--- src/rtl/keypad_scan_if.sv ---
// Key-event channel between the keypad scanner and the calculator/stopwatch FSM.
// The scanner is the master; the consumer returns key_ready.
interface keypad_scan_if;
  logic [3:0] key_code;
  logic       key_valid;
  logic       key_ready;
  logic       key_held;
  logic       key_release;
  logic       overrun;

  modport master (
    output key_code, key_valid, key_held, key_release, overrun,
    input  key_ready
  );

  modport slave (
    input  key_code, key_valid, key_held, key_release, overrun,
    output key_ready
  );
endinterface

--- src/rtl/keypad_scan_ctrl.sv ---
// 4x4 keypad scanner: strobes rows, samples synchronized columns, debounces over
// whole scans, rejects ghost patterns and emits press/release events.
module keypad_scan_ctrl #(
  parameter int ROW_DWELL = 12500,
  parameter int DEB_SCANS = 8
) (
  input  logic          clk,
  input  logic          rst_n,
  input  logic          enable_i,
  input  logic [3:0]    col_i,
  output logic [3:0]    row_o,
  keypad_scan_if.master kp
);

  localparam int DW_W = (ROW_DWELL > 1) ? $clog2(ROW_DWELL) : 1;
  localparam int SC_W = $clog2(DEB_SCANS + 1);
  localparam logic [DW_W-1:0] DWELL_LAST = DW_W'(ROW_DWELL - 1);
  localparam logic [SC_W-1:0] SC_MAX     = SC_W'(DEB_SCANS);

  typedef enum logic [1:0] {S_IDLE, S_DRIVE, S_NEXT, S_EVAL} state_t;
  typedef enum logic [1:0] {R_NONE, R_KEY, R_MULTI} res_t;

  // Matrix position (row*4 + col) to key code.
  function automatic logic [3:0] code_of(input logic [3:0] pos);
    case (pos)
      4'd0:    code_of = 4'd1;
      4'd1:    code_of = 4'd2;
      4'd2:    code_of = 4'd3;
      4'd3:    code_of = 4'd10;
      4'd4:    code_of = 4'd4;
      4'd5:    code_of = 4'd5;
      4'd6:    code_of = 4'd6;
      4'd7:    code_of = 4'd11;
      4'd8:    code_of = 4'd7;
      4'd9:    code_of = 4'd8;
      4'd10:   code_of = 4'd9;
      4'd11:   code_of = 4'd12;
      4'd12:   code_of = 4'd15;
      4'd13:   code_of = 4'd0;
      4'd14:   code_of = 4'd14;
      default: code_of = 4'd13;
    endcase
  endfunction

  state_t          state_q, state_d;
  logic [1:0]      idx_q, idx_d;
  logic [DW_W-1:0] dwell_q, dwell_d;
  logic [3:0][3:0] pat_q, pat_d;
  logic [3:0]      col_meta_q, col_s_q;
  res_t            cand_kind_q, cand_kind_d;
  logic [3:0]      cand_code_q, cand_code_d;
  logic [SC_W-1:0] stable_q, stable_d;
  logic [3:0]      key_code_q, key_code_d;
  logic            key_valid_q, key_valid_d;
  logic            key_held_q, key_held_d;
  logic            key_release_q, key_release_d;
  logic            overrun_q, overrun_d;

  logic [15:0]     low_bits;
  logic [4:0]      n_low;
  res_t            res_kind;
  logic [3:0]      res_code;

  // Pattern bit r*4+c is low when column c read low while row r was strobed.
  always_comb begin
    low_bits = ~pat_q;
    n_low    = 5'd0;
    res_kind = R_NONE;
    res_code = 4'd0;
    for (int i = 0; i < 16; i++) begin
      if (low_bits[i]) begin
        n_low    = n_low + 5'd1;
        res_code = code_of(4'(i));
      end
    end
    if (n_low == 5'd1) begin
      res_kind = R_KEY;
    end else if (n_low > 5'd1) begin
      res_kind = R_MULTI;
      res_code = 4'd0;
    end else begin
      res_code = 4'd0;
    end
  end

  always_comb begin
    state_d       = state_q;
    idx_d         = idx_q;
    dwell_d       = dwell_q;
    pat_d         = pat_q;
    cand_kind_d   = cand_kind_q;
    cand_code_d   = cand_code_q;
    stable_d      = stable_q;
    key_code_d    = key_code_q;
    key_valid_d   = key_valid_q;
    key_held_d    = key_held_q;
    key_release_d = 1'b0;
    overrun_d     = overrun_q;

    if (key_valid_q && kp.key_ready) begin
      key_valid_d = 1'b0;
    end

    if (enable_i) begin
      case (state_q)
        S_IDLE: begin
          state_d = S_DRIVE;
          idx_d   = 2'd0;
          dwell_d = '0;
        end
        S_DRIVE: begin
          if (dwell_q == DWELL_LAST) begin
            pat_d[idx_q] = col_s_q;
            dwell_d      = '0;
            state_d      = S_NEXT;
          end else begin
            dwell_d = dwell_q + DW_W'(1);
          end
        end
        S_NEXT: begin
          if (idx_q == 2'd3) begin
            idx_d   = 2'd0;
            state_d = S_EVAL;
          end else begin
            idx_d   = idx_q + 2'd1;
            state_d = S_DRIVE;
          end
        end
        default: begin
          state_d = S_DRIVE;
          if (res_kind == cand_kind_q && res_code == cand_code_q) begin
            stable_d = (stable_q == SC_MAX) ? stable_q : stable_q + SC_W'(1);
          end else begin
            cand_kind_d = res_kind;
            cand_code_d = res_code;
            stable_d    = SC_W'(1);
          end
          // Ghost patterns never commit; the committed key simply holds.
          if (stable_d == SC_MAX) begin
            if (cand_kind_d == R_NONE && key_held_q) begin
              key_held_d    = 1'b0;
              key_release_d = 1'b1;
            end else if (cand_kind_d == R_KEY &&
                         (!key_held_q || cand_code_d != key_code_q)) begin
              key_release_d = key_held_q;
              key_held_d    = 1'b1;
              key_code_d    = cand_code_d;
              key_valid_d   = 1'b1;
              if (key_valid_q && !kp.key_ready) begin
                overrun_d = 1'b1;
              end
            end
          end
        end
      endcase
    end else begin
      state_d     = S_IDLE;
      idx_d       = 2'd0;
      dwell_d     = '0;
      pat_d       = '1;
      cand_kind_d = R_NONE;
      cand_code_d = 4'd0;
      stable_d    = '0;
    end
  end

  always_ff @(posedge clk or negedge rst_n) begin
    if (!rst_n) begin
      col_meta_q    <= 4'hF;
      col_s_q       <= 4'hF;
      state_q       <= S_IDLE;
      idx_q         <= 2'd0;
      dwell_q       <= '0;
      pat_q         <= '1;
      cand_kind_q   <= R_NONE;
      cand_code_q   <= 4'd0;
      stable_q      <= '0;
      key_code_q    <= 4'd0;
      key_valid_q   <= 1'b0;
      key_held_q    <= 1'b0;
      key_release_q <= 1'b0;
      overrun_q     <= 1'b0;
    end else begin
      col_meta_q    <= col_i;
      col_s_q       <= col_meta_q;
      state_q       <= state_d;
      idx_q         <= idx_d;
      dwell_q       <= dwell_d;
      pat_q         <= pat_d;
      cand_kind_q   <= cand_kind_d;
      cand_code_q   <= cand_code_d;
      stable_q      <= stable_d;
      key_code_q    <= key_code_d;
      key_valid_q   <= key_valid_d;
      key_held_q    <= key_held_d;
      key_release_q <= key_release_d;
      overrun_q     <= overrun_d;
    end
  end

  // The strobed row stays low through NEXT so each row is held ROW_DWELL+1 cycles.
  assign row_o = (state_q == S_DRIVE || state_q == S_NEXT) ?
                 ~(4'b0001 << idx_q) : 4'hF;

  assign kp.key_code    = key_code_q;
  assign kp.key_valid   = key_valid_q;
  assign kp.key_held    = key_held_q;
  assign kp.key_release = key_release_q;
  assign kp.overrun     = overrun_q;

endmodule

--- src/flat_wrapper.sv ---
// flat-port wrapper written by rule: the top's interface ports become plain ports
module keypad_scan_ctrl_flat 
#(
  parameter int ROW_DWELL = 12500,
  parameter int DEB_SCANS = 8
)
  (clk, rst_n, enable_i, col_i, row_o, kp_key_code, kp_key_valid, kp_key_held, kp_key_release, kp_overrun, kp_key_ready);
  keypad_scan_if kp_i ();
  input  logic clk;
  input  logic rst_n;
  input  logic enable_i;
  input  logic [3:0] col_i;
  output logic [3:0] row_o;
  output wire logic [$bits(kp_i.key_code)-1:0] kp_key_code;
  output wire logic [$bits(kp_i.key_valid)-1:0] kp_key_valid;
  output wire logic [$bits(kp_i.key_held)-1:0] kp_key_held;
  output wire logic [$bits(kp_i.key_release)-1:0] kp_key_release;
  output wire logic [$bits(kp_i.overrun)-1:0] kp_overrun;
  input wire logic [$bits(kp_i.key_ready)-1:0] kp_key_ready;
  assign kp_key_code = kp_i.key_code;
  assign kp_key_valid = kp_i.key_valid;
  assign kp_key_held = kp_i.key_held;
  assign kp_key_release = kp_i.key_release;
  assign kp_overrun = kp_i.overrun;
  assign kp_i.key_ready = kp_key_ready;
  keypad_scan_ctrl #(.ROW_DWELL(ROW_DWELL), .DEB_SCANS(DEB_SCANS)) u_core (.clk(clk), .rst_n(rst_n), .enable_i(enable_i), .col_i(col_i), .row_o(row_o), .kp(kp_i));
endmodule
--- config.mk ---
export PLATFORM = sky130hd
export DESIGN_NAME = keypad_scan_ctrl_flat
export DESIGN_NICKNAME = d
export VERILOG_FILES = /design/src/rtl/keypad_scan_if.sv /design/src/rtl/keypad_scan_ctrl.sv /design/src/flat_wrapper.sv
export SDC_FILE = /design/constraint.sdc
export NUM_CORES = 1
export LEC_CHECK = 0
export BUFFER_PORTS_ARGS = -buffer_cell sky130_fd_sc_hd__buf_2
export CORE_MARGIN = 5
export CORE_UTILIZATION = 51
export DETAILED_ROUTE_END_ITERATION = 10
export GPL_TIMING_DRIVEN = 0
export PLACE_DENSITY = 0.7
export SYNTH_ARGS = -nofsm -noshare
export SYNTH_HDL_FRONTEND = slang
export SYNTH_SLANG_ARGS = --single-unit
--- constraint.sdc ---
create_clock -name clk -period 8.75 [get_ports clk]
set_clock_uncertainty 0.15 [all_clocks]
set_input_delay 0.4375 -clock clk [delete_from_list [all_inputs] [get_ports clk]]
set_output_delay 0.4375 -clock clk [all_outputs]
set_load 0.005 [all_outputs]
* Word-level counts from Yosys, hierarchy flattened
Cells that the tools add are included.
** Word-level totals
- Word-level logic and storage cells :: 159
- Output and inout bits :: 12
- Input port bits :: 8
- Flip-flop bits (word level) :: 60
** Cells by class
- Add/sub/neg operators :: 18
- Reductions and logical operators :: 18
- Muxes and demuxes :: 81
- Shift operators :: 1
- Eq/ne operators :: 17
- $lt $le $gt $ge :: 3
- Bitwise logic cells :: 4
** Operators by type and width (count)
- 2-to-1 mux 4 bit :: 27
- 2-to-1 mux 5 bit :: 15
- adder 5 x 1 -> 5 bit, second input constant :: 14
- 2-to-1 mux 16 bit :: 3
- 2-to-1 mux 14 bit :: 2
- 2-to-1 mux 2 bit :: 14
- one-hot mux 14 bit (2 select lines) :: 1
- bitwise mux 16 bit :: 1
- NOT 16 bit :: 1
- 2-to-1 mux 1 bit :: 15
- adder 14 x 1 -> 14 bit, second input constant :: 1
- == test 14 bit, second input constant :: 1
- demux 4 bit (select 2 bit) :: 1
- == test 4 bit, second input constant :: 2
- one-hot mux 2 bit (2 select lines) :: 2
- logical AND 1 bit :: 6
- != test 3 x 1 -> 1 bit, second input constant :: 2
- AND reduction 6 bit :: 1
- == test 5 x 1 -> 1 bit, second input constant :: 1
- greater-than comparator 5 x 1 -> 1 bit, second input constant :: 1
- AND reduction 5 bit :: 1
- adder 4 x 1 -> 4 bit, second input constant :: 1
- == test 2 x 1 -> 1 bit, second input constant :: 2
- == test 2 bit, second input constant :: 2
- 20 further kinds :: 25

* Longest topological paths before layout
Gate-level depths: netlist of the first run.
- Depth in word-level cells :: 48
- Mapped depth :: 52
- Depth with buffers taken out :: 50

* Least setup slack after synthesis of the first run
Ideal clock, no wire load.
- Kind :: reg2reg
- From :: reg u_core.pat_q[0] (netlist bit)
- To :: reg u_core.key_code_q[0], in the netlist u_core.kp.key_code[0]
- Cell stages (with the launch flop) :: 51
- Data required time :: 8.475 ns
- Path buffers :: 1
- Arrival :: 9.031 ns
- Clock period less this slack :: 9.306 ns
- Slack :: -0.556 ns
- Setup time :: 0.125 ns
- Cell sequence :: dfstp_2 -> inv_1 -> ha_1 -> buf_6 -> xor2_4 -> inv_4 -> ha_1 -> nor3_1 -> mux2i_1 -> o221ai_2 -> inv_1 -> ha_1 -> xnor2_1 -> mux2i_1 -> o21ai_0 -> xnor2_1 -> a221oi_1 -> inv_2 -> (+15 left out) -> inv_2 -> ha_1 -> xor2_1 -> a22oi_1 -> o21a_1 -> ha_1 -> nor2b_1 -> inv_1 -> nand2_1 -> ha_1 -> nor3_1 -> a31o_2 -> mux2i_1 -> clkinv_1 -> nand4b_2 -> nand4_2 -> a21oi_4 -> mux2_4
** On the way
- Cells in the longest elaborated chain, start to end :: 44
- Elaborated cells on any way between the ends :: 74
- Classes of those cells :: add/sub (15); order compare (1); eq/ne (6); mux (44); bitwise (2); reduce/logical (6)
** RTL lines
- start, declared :: RTL line keypad_scan_ctrl.sv:48 : logic [3:0][3:0] pat_q, pat_d;
- start signal, assigned :: RTL line keypad_scan_ctrl.sv:189 : pat_q <= pat_d;
- NOT 16 bit * :: RTL line keypad_scan_ctrl.sv:66 : low_bits = ~pat_q;
- 2-to-1 mux 1 bit :: RTL line keypad_scan_ctrl.sv:71 : if (low_bits[i]) begin
- adder 1 x 1 -> 2 bit :: RTL line keypad_scan_ctrl.sv:72 : n_low = n_low + 5'd1;
- 2-to-1 mux 5 bit :: RTL line keypad_scan_ctrl.sv:71
- adder 5 x 1 -> 5 bit :: RTL line keypad_scan_ctrl.sv:72
- 2-to-1 mux 5 bit :: RTL line keypad_scan_ctrl.sv:71
- adder 5 x 1 -> 5 bit :: RTL line keypad_scan_ctrl.sv:72
- 2-to-1 mux 5 bit :: RTL line keypad_scan_ctrl.sv:71
- (+28 left out)
- logical AND 1 bit :: RTL line keypad_scan_ctrl.sv:131 : if (res_kind == cand_kind_q && res_code == cand_code_q) begin
- 2-to-1 mux 4 bit or 2-to-1 mux 2 bit (tied branches) :: RTL line keypad_scan_ctrl.sv:131
- 2-to-1 mux 4 bit or 2-to-1 mux 2 bit (tied branches) :: RTL line keypad_scan_ctrl.sv:105 : case (state_q)
- 2-to-1 mux 4 bit or 2-to-1 mux 2 bit (tied branches) :: RTL line keypad_scan_ctrl.sv:104 : if (enable_i) begin
- != test 4 bit or logical NOT 2 bit (tied branches) :: RTL line keypad_scan_ctrl.sv:144, keypad_scan_ctrl.sv:140
- logical OR 1 bit or logical AND 1 bit (tied branches) :: RTL line keypad_scan_ctrl.sv:144, keypad_scan_ctrl.sv:140
- logical AND 1 bit or NOT 1 bit (tied branches)
- AND reduction 5 bit (no line)
- end signal, assigned :: RTL line keypad_scan_ctrl.sv:193 : key_code_q <= key_code_d;
- end, declared :: RTL line keypad_scan_ctrl.sv:53 : logic [3:0] key_code_q, key_code_d;
Every way passes the cells marked *; elsewhere a longest branch is shown, timed or not. The select of a mux whose other input is x is not followed.
A chain may end at the register's enable or synchronous reset.

* Worst setup path in the final report of the first run
- From :: reg u_core.pat_q[1] (netlist bit)
- To :: reg u_core.key_code_q[2], in the netlist u_core.kp.key_code[2]
** On the way
- Cells in the longest elaborated chain, start to end :: 42
- Elaborated cells on any way between the ends :: 71
- Classes of those cells :: add/sub (14); order compare (1); eq/ne (6); mux (42); bitwise (2); reduce/logical (6)
** RTL lines (RTL line)
- NOT 16 bit * :: keypad_scan_ctrl.sv:66
- 2-to-1 mux 5 bit :: keypad_scan_ctrl.sv:71
- adder 5 x 1 -> 5 bit :: keypad_scan_ctrl.sv:72
- 2-to-1 mux 5 bit :: keypad_scan_ctrl.sv:71
- adder 5 x 1 -> 5 bit :: keypad_scan_ctrl.sv:72
- 2-to-1 mux 5 bit :: keypad_scan_ctrl.sv:71
- adder 5 x 1 -> 5 bit :: keypad_scan_ctrl.sv:72
- 2-to-1 mux 5 bit :: keypad_scan_ctrl.sv:71
- (+26 left out)
- logical AND 1 bit :: keypad_scan_ctrl.sv:131
- 2-to-1 mux 4 bit or 2-to-1 mux 2 bit (tied branches) :: keypad_scan_ctrl.sv:131
- 2-to-1 mux 4 bit or 2-to-1 mux 2 bit (tied branches) :: keypad_scan_ctrl.sv:105
- 2-to-1 mux 4 bit or 2-to-1 mux 2 bit (tied branches) :: keypad_scan_ctrl.sv:104
- != test 4 bit or logical NOT 2 bit (tied branches) :: keypad_scan_ctrl.sv:144, keypad_scan_ctrl.sv:140
- logical OR 1 bit or logical AND 1 bit (tied branches) :: keypad_scan_ctrl.sv:144, keypad_scan_ctrl.sv:140
- logical AND 1 bit or NOT 1 bit (tied branches)
- AND reduction 5 bit (no line)
Marks and branches as above.

==> run_summary.xml, run 1 <==
<?xml version="1.0" encoding="UTF-8"?>
<metrics>
  <group name="setup_path">
    <metric name="path_max_fanout" unit="">5</metric>
    <metric name="setup.worst_path.class" unit="">register to register</metric>
    <metric name="crit_slowest_cell" unit="">dfstp_2</metric>
    <metric name="timing.critical_path.required" unit="ns">8.82</metric>
    <metric name="worst_setup_path_end_kind" unit="">register</metric>
    <metric name="critPathLaunchType" unit="">register</metric>
    <metric name="critical_path.max_stage_delay" unit="ns">0.55</metric>
    <metric name="crit_path_frequent_cell" unit="">ha_4</metric>
    <metric name="crit_arrival" unit="ns">9.00</metric>
  </group>
  <group name="job">
    <metric name="max_capacitance_violation_total" unit="">0</metric>
  </group>
  <group name="yosys">
    <metric name="synth_seq_area_share" unit="%">28.24</metric>
    <metric name="mappedNetlistArea" unit="sq um">5423</metric>
    <metric name="synth_flop_cell" unit="">dfrtp_1</metric>
    <metric name="synth_top_area_share" unit="%">16.61</metric>
    <metric name="synth_warnings" unit="">0</metric>
    <metric name="post_synth_main_area_contributors" unit="">dfrtp_1, dfstp_2, ha_1, xnor2_1, nand2_1</metric>
    <metric name="synthArstFlopShare" unit="%">100.0</metric>
    <metric name="number_of_enable_flip_flop_cells_after_synthesis" unit="">0</metric>
    <metric name="yosys-top-cells-count" unit="">nand2_1, nor2_1, o21ai_0, dfrtp_1, xnor2_1</metric>
    <metric name="netlist_instances" unit="">622</metric>
    <metric name="number_of_storage_elements_in_the_synthesis_netlist" unit="">60</metric>
    <metric name="synthesis.area_per_instance" unit="sq um">8.718</metric>
    <metric name="post-synth-top-count-cell" unit="">nand2_1</metric>
    <metric name="yosys.cell_types.count" unit="">96</metric>
    <metric name="syn_nets" unit="">658</metric>
    <metric name="post-synth-top-area-cell" unit="">dfrtp_1</metric>
  </group>
  <group name="final_layout">
    <metric name="post_route_cells_drive_above_1_share" unit="%">33.19</metric>
    <metric name="area_growth_syn_to_fin" unit="%">26.70</metric>
    <metric name="diodes" unit="">0</metric>
    <metric name="num-nets-final" unit="">748</metric>
    <metric name="layout.filler_cells" unit="">842</metric>
  </group>
  <group name="cts">
    <metric name="clkSinkCount" unit="">60</metric>
    <metric name="cts.reportedPaths.clkPinSlew" unit="ns">0.07</metric>
    <metric name="clock_tree_root_driver_cell" unit="">clkbuf_8</metric>
    <metric name="cts_buffer_depth" unit="">2</metric>
    <metric name="cts_tree" unit="">done</metric>
    <metric name="hold_buffers" unit="">0</metric>
    <metric name="cts-buffers-inserted" unit="">9</metric>
    <metric name="insertion_delay" unit="ns">0.34</metric>
    <metric name="cts_max_level" unit="">3</metric>
  </group>
  <group name="routing">
    <metric name="detailedRoute.firstIterationViolations" unit="">316</metric>
    <metric name="detail_route.vias_per_cell" unit="">5.778</metric>
    <metric name="drc" unit="">0</metric>
    <metric name="drt_pass1_iterations" unit="">5</metric>
    <metric name="drt_wl_total" unit="microns">13910</metric>
    <metric name="vias" unit="">4929</metric>
    <metric name="drtAntennaViolNets" unit="">0</metric>
    <metric name="post_drt_wl_per_cell" unit="microns">16.31</metric>
  </group>
  <group name="floorplanning">
    <metric name="boundaryPins" unit="">20</metric>
    <metric name="initial_utilization" unit="%">52.29</metric>
    <metric name="die-width" unit="microns">113.1</metric>
    <metric name="core" unit="sq um">10370</metric>
    <metric name="die_y" unit="microns">113.1</metric>
    <metric name="rows" unit="">37</metric>
    <metric name="total_die_area" unit="sq um">12800</metric>
  </group>
  <group name="global_routing">
    <metric name="grt_pass1_vias" unit="">4832</metric>
    <metric name="global_route.usage.total" unit="%">21.54</metric>
    <metric name="first_pass_grt_wire_length" unit="microns">23090</metric>
    <metric name="gr-total-overflow" unit="">0</metric>
    <metric name="antenna_found_initial" unit="">0</metric>
    <metric name="largest_net_degree_at_the_start_of_global_routing" unit="">61</metric>
  </group>
  <group name="sta">
    <metric name="timing_max_transition_violations_final" unit="">0</metric>
    <metric name="hold_viol" unit="">0</metric>
    <metric name="setup_slack" unit="ns">-0.1771</metric>
    <metric name="timing.max_slew.rel_slack" unit="%">50.29</metric>
    <metric name="layout_worst_path_cycle_share" unit="%">102.0</metric>
    <metric name="tightest_slew" unit="ns">0.7456</metric>
    <metric name="finalSetupViolations" unit="">9</metric>
    <metric name="grt_setup_unrepaired" unit="">true</metric>
    <metric name="fmaxAchievable" unit="MHz">112.0</metric>
    <metric name="final.hold.worst_slack" unit="ns">0.006776</metric>
    <metric name="min_period" unit="ns">8.927</metric>
  </group>
  <group name="worst_hold_path">
    <metric name="worstHoldPathType" unit="">input port to async pin</metric>
  </group>
  <group name="outcome">
    <metric name="violations" unit="">negative setup slack</metric>
    <metric name="run_status" unit="">finished, violations left</metric>
  </group>
  <group name="placement">
    <metric name="port_buffers" unit="">18</metric>
    <metric name="routabilityCongestion" unit="">0.9084</metric>
    <metric name="dp.final_hpwl" unit="microns">9124</metric>
  </group>
</metrics>
## per-layer routing
layer  GRT usage, %  vias to the layer above  routed length, microns
met5              0                        -                       0
met4          5.449                        0                     238
met3          2.513                       27                     471
met2          36.30                      109                    6805
met1          29.58                     2402                    6397
li1               -                     2391                       -
## final cells by class
type	count	area, sq um	area share (%)
Timing Repair Buffer	81	584.3	8.505
Buffer	24	107.6	1.566
Inverter	33	140.1	2.040
Clock buffer	11	152.6	2.222
Clock inverter	5	57.56	0.8377
Multi-Input combinational cell	503	4126	60.06
Sequential cell	60	1531	22.29
Tap cell	136	170.2	2.477
## what timing repair did
item	4_1_cts	5_1_grt
pin swaps	33	45
buffers inserted	47	19
gates resized for setup	32	57
endpoints found under the setup margin	18	18
## placed cells by master (no fill, tap or decap), types with 13 or more instances in the layout
master,instances
a21oi_1,13
o21ai_0,34
buf_2,19
xnor2_1,28
xor2_1,23
dfrtp_1,36
dfstp_2,24
nand3_1,22
nand2_1,59
ha_1,20
buf_4,61
inv_1,22
nor2_1,57
clkbuf_1,18
## sequential cells by signal, summed over array words and instances (netlist names)
name / flops
u_core.col_s_q: 4
u_core.cand_kind_q: 2
u_core.pat_q: 16
u_core.stable_q: 4
u_core.kp.overrun: 1
u_core.dwell_q: 14
u_core.kp.key_code: 4
u_core.idx_q: 2
u_core.kp.key_release: 1
u_core.state_q: 2
u_core.cand_code_q: 4
u_core.kp.key_valid: 1
u_core.kp.key_held: 1
u_core.col_meta_q: 4
## worst max-delay path: cells and delay by family, from the launching register on
family | cells | cell delay [ns]
AO/OA/AOI/OAI | 16 | 3.14
adder cells (fa/ha/maj) | 6 | 1.63
AND/OR/NAND/NOR | 8 | 1.23
XOR/XNOR | 6 | 0.84
multiplexers | 3 | 0.73
flip-flops | 1 | 0.55
buffers and inverters | 6 | 0.48
## cells by family after synthesis
| kind of cell | share of synthesized area [%] |
|---|---|
| and+or+nand+nor | 22.45 |
| xor gates and xnor gates | 15.21 |
| buffers and inverters | 4.592 |
| adders and majority gates | 7.199 |
| muxes | 3.346 |
| AOI/OAI and AO/OA | 18.97 |
| DFF | 28.24 |
## stage by stage
stage | instances | worst slack [ns] | instance area, sq um | util, % | TNS (ns)
after floorplan | 622 | 0.004962 | 5552 | - | 0
after global placement | 776 | -0.7297 | 5812 | 56.04 | -9.254
after detailed placement | 776 | -0.8645 | 5812 | 56.04 | -11.46
after CTS | 838 | -0.1577 | 6499 | 62.67 | -1.058
after global routing | 853 | -0.5942 | 6870 | 66.25 | -7.044
final | 853 | -0.1771 | 6870 | 66.25 | -0.9858
## final timing paths
path	from	slack [ns]	cells after the start	endpoint
worst min-delay path	rst_n	0.007	1	u_core.kp.key_code[0]$_DFFE_PN0P_
worst min register to register	u_core.col_meta_q[0]$_DFF_PN1_	0.21	0	u_core.col_s_q[0]$_DFF_PN1_
worst max register to register	u_core.pat_q[1]$_DFFE_PN1P_	-0.18	45	u_core.kp.key_code[2]$_DFFE_PN0P_
min in group clk	col_i[2]	0.04	1	u_core.col_meta_q[2]$_DFF_PN1_
max in group asynchronous	rst_n	7.94	1	u_core.cand_code_q[1]$_DFFE_PN0P_
worst max-delay path	u_core.pat_q[1]$_DFFE_PN1P_	-0.18	45	u_core.kp.key_code[2]$_DFFE_PN0P_
Power of run 1 is not shown: default switching activity piles up to over one toggle a cycle in this logic, so the estimate is an artifact.
==> run 2, diff against run 1 <==
--- a/config.mk
+++ b/config.mk
@@ -6,6 +6,7 @@
 export NUM_CORES = 1
 export LEC_CHECK = 0
 export BUFFER_PORTS_ARGS = -buffer_cell sky130_fd_sc_hd__buf_2
+export CORE_ASPECT_RATIO = 1.75
 export CORE_MARGIN = 5
 export CORE_UTILIZATION = 51
 export DETAILED_ROUTE_END_ITERATION = 10
==> run_summary.xml, run 2 (synthesized netlist as in run 1, its figures left out) <==
<?xml version="1.0" encoding="UTF-8"?>
<metrics>
  <group name="outcome">
    <metric name="run_status" unit="">finished, violations left</metric>
    <metric name="violations" unit="">negative setup slack</metric>
  </group>
  <group name="setup_path">
    <metric name="worst_setup_path_end_kind" unit="">register</metric>
    <metric name="crit_arrival" unit="ns">9.31</metric>
    <metric name="timing.critical_path.required" unit="ns">8.80</metric>
    <metric name="crit_path_frequent_cell" unit="">ha_4</metric>
    <metric name="critical_path.max_stage_delay" unit="ns">0.54</metric>
    <metric name="crit_slowest_cell" unit="">dfstp_2</metric>
    <metric name="worst_setup_path_startpoint" unit="">u_core.pat_q[1]$_DFFE_PN1P_</metric>
    <metric name="path_max_fanout" unit="">5</metric>
    <metric name="setup.worst_path.class" unit="">register to register</metric>
    <metric name="critPathLaunchType" unit="">register</metric>
    <metric name="crit-reg2reg-launch" unit="">u_core.pat_q[1]$_DFFE_PN1P_</metric>
  </group>
  <group name="final_layout">
    <metric name="diodes" unit="">0</metric>
    <metric name="fin_area" unit="sq um">6907</metric>
    <metric name="final_common_cell" unit="">buf_4</metric>
    <metric name="max_flop_register" unit="">u_core.pat_q</metric>
    <metric name="number_of_flip_flops_in_the_largest_register" unit="">16</metric>
    <metric name="post_route_cells_drive_above_1_share" unit="%">31.10</metric>
    <metric name="mostFrequentLayoutCells" unit="">buf_4, nand2_1, nor2_1, dfrtp_1, o21ai_0</metric>
    <metric name="num-nets-final" unit="">748</metric>
    <metric name="reg_top3" unit="">u_core.pat_q (16), u_core.dwell_q (14)</metric>
    <metric name="area_growth_syn_to_fin" unit="%">27.36</metric>
  </group>
  <group name="global_routing">
    <metric name="antenna_found_initial" unit="">0</metric>
    <metric name="first_pass_grt_wire_length" unit="microns">23920</metric>
    <metric name="global_route.usage.total" unit="%">23.05</metric>
    <metric name="gr-total-overflow" unit="">0</metric>
    <metric name="largest_net_degree_at_the_start_of_global_routing" unit="">61</metric>
    <metric name="grt_pass1_vias" unit="">5141</metric>
  </group>
  <group name="cts">
    <metric name="insertion_delay" unit="ns">0.32</metric>
    <metric name="cts_tree" unit="">done</metric>
    <metric name="cts_buffer_depth" unit="">2</metric>
    <metric name="cts_max_level" unit="">3</metric>
    <metric name="hold_buffers" unit="">0</metric>
    <metric name="cts-buffers-inserted" unit="">9</metric>
    <metric name="cts.reportedPaths.clkPinSlew" unit="ns">0.05</metric>
    <metric name="clock_tree_root_driver_cell" unit="">clkbuf_16</metric>
    <metric name="clkSinkCount" unit="">60</metric>
  </group>
  <group name="worst_hold_path">
    <metric name="worstHoldPathType" unit="">input port to async pin</metric>
  </group>
  <group name="sta">
    <metric name="timing_max_transition_violations_final" unit="">0</metric>
    <metric name="finalSetupViolations" unit="">18</metric>
    <metric name="hold_viol" unit="">0</metric>
    <metric name="fmaxAchievable" unit="MHz">108.0</metric>
    <metric name="final.hold.worst_slack" unit="ns">0.02930</metric>
    <metric name="grt_setup_unrepaired" unit="">true</metric>
    <metric name="tightest_slew" unit="ns">0.7505</metric>
    <metric name="layout_worst_path_cycle_share" unit="%">105.8</metric>
    <metric name="timing.max_slew.rel_slack" unit="%">49.97</metric>
    <metric name="setup_slack" unit="ns">-0.5073</metric>
    <metric name="min_period" unit="ns">9.257</metric>
  </group>
  <group name="floorplanning">
    <metric name="boundaryPins" unit="">20</metric>
    <metric name="initial_utilization" unit="%">52.34</metric>
    <metric name="rows" unit="">49</metric>
    <metric name="total_die_area" unit="sq um">12880</metric>
    <metric name="die_y" unit="microns">146.4</metric>
    <metric name="core" unit="sq um">10360</metric>
    <metric name="die-width" unit="microns">87.95</metric>
  </group>
  <group name="routing">
    <metric name="drt_pass1_iterations" unit="">4</metric>
    <metric name="drt_wl_total" unit="microns">14920</metric>
    <metric name="detail_route.vias_per_cell" unit="">5.980</metric>
    <metric name="drc" unit="">0</metric>
    <metric name="post_drt_wl_per_cell" unit="microns">17.67</metric>
    <metric name="vias" unit="">5047</metric>
    <metric name="detailedRoute.firstIterationViolations" unit="">277</metric>
    <metric name="drtAntennaViolNets" unit="">0</metric>
  </group>
  <group name="placement">
    <metric name="placement.cell_area" unit="sq um">5801</metric>
    <metric name="port_buffers" unit="">18</metric>
    <metric name="routabilityCongestion" unit="">0.8935</metric>
    <metric name="dp.final_hpwl" unit="microns">9936</metric>
    <metric name="detailedPlace.worstSlack" unit="ns">-1.041</metric>
  </group>
  <group name="job">
    <metric name="max_capacitance_violation_total" unit="">0</metric>
  </group>
</metrics>
==> run 2: changes by cell type in the layout (fill, tap and decap cells not counted), sizes merged <==
cell	before	now
clkinv	3	1
clkbuf	28	29
bufinv	1	2
==> run 2: path summary, 6_finish.rpt <==
path	end	depth (start not counted)	slack (ns)
worst max-delay path	u_core.kp.key_code[3]$_DFFE_PN0P_	46	-0.51
worst min-delay path	u_core.kp.key_held$_DFFE_PN0P_	1	0.03
worst max register to register	u_core.kp.key_code[3]$_DFFE_PN0P_	46	-0.51
worst min register to register	u_core.col_s_q[1]$_DFF_PN1_	0	0.21
max in group asynchronous	u_core.dwell_q[1]$_DFFE_PN0P_	1	7.92
min in group clk	u_core.col_meta_q[2]$_DFF_PN1_	1	0.06
==> run 2: what timing repair did <==
item | 4_1_cts | 5_1_grt
pin swaps | 24 | 30
buffers inserted | 49 | 15
endpoints found under the setup margin | 18 | 18
gates resized for setup | 31 | 32
==> run 2: worst max-delay path: cells and delay by family, from the launching register on <==
kind                     cells  cell delay, ns
flip-flops                   1            0.54
adder cells (fa/ha/maj)      7            1.69
AO/OA/AOI/OAI               13            2.64
buffers and inverters        8            0.82
XOR/XNOR                     6            1.10
AND/OR/NAND/NOR              8            1.42
multiplexers                 4            0.77
==> run 2: area by class of cell <==
class | instances | area (sq um)
multi-input combinational | 503 | 4075
clock inverter | 4 | 72.57
buffer | 25 | 116.4
fill | 774 | 3455
clock buffer | 12 | 256.5
timing repair buffer | 80 | 561.8
sequential | 60 | 1531
tap | 127 | 158.9
inverter | 33 | 133.9
==> run 2: metrics by stage <==
stage	util (%)	TNS (ns)	instances
floorplan	-	0	622
global placement	55.98	-10.16	767
detailed placement	55.98	-14.46	767
CTS	64.09	-1.919	832
global route	66.66	-12.36	844
finish	66.66	-5.647	844
==> run 2: per-layer routing <==
layer / part of all wire, % / GRT usage [%] / routed length, microns
met5: 0 / 0 / 0
met4: 3.7 / 10.37 / 549
met3: 2.7 / 2.762 / 399
met2: 58 / 44.34 / 8602
met1: 36 / 23.65 / 5364
Power of run 2 is left out for the same reason.
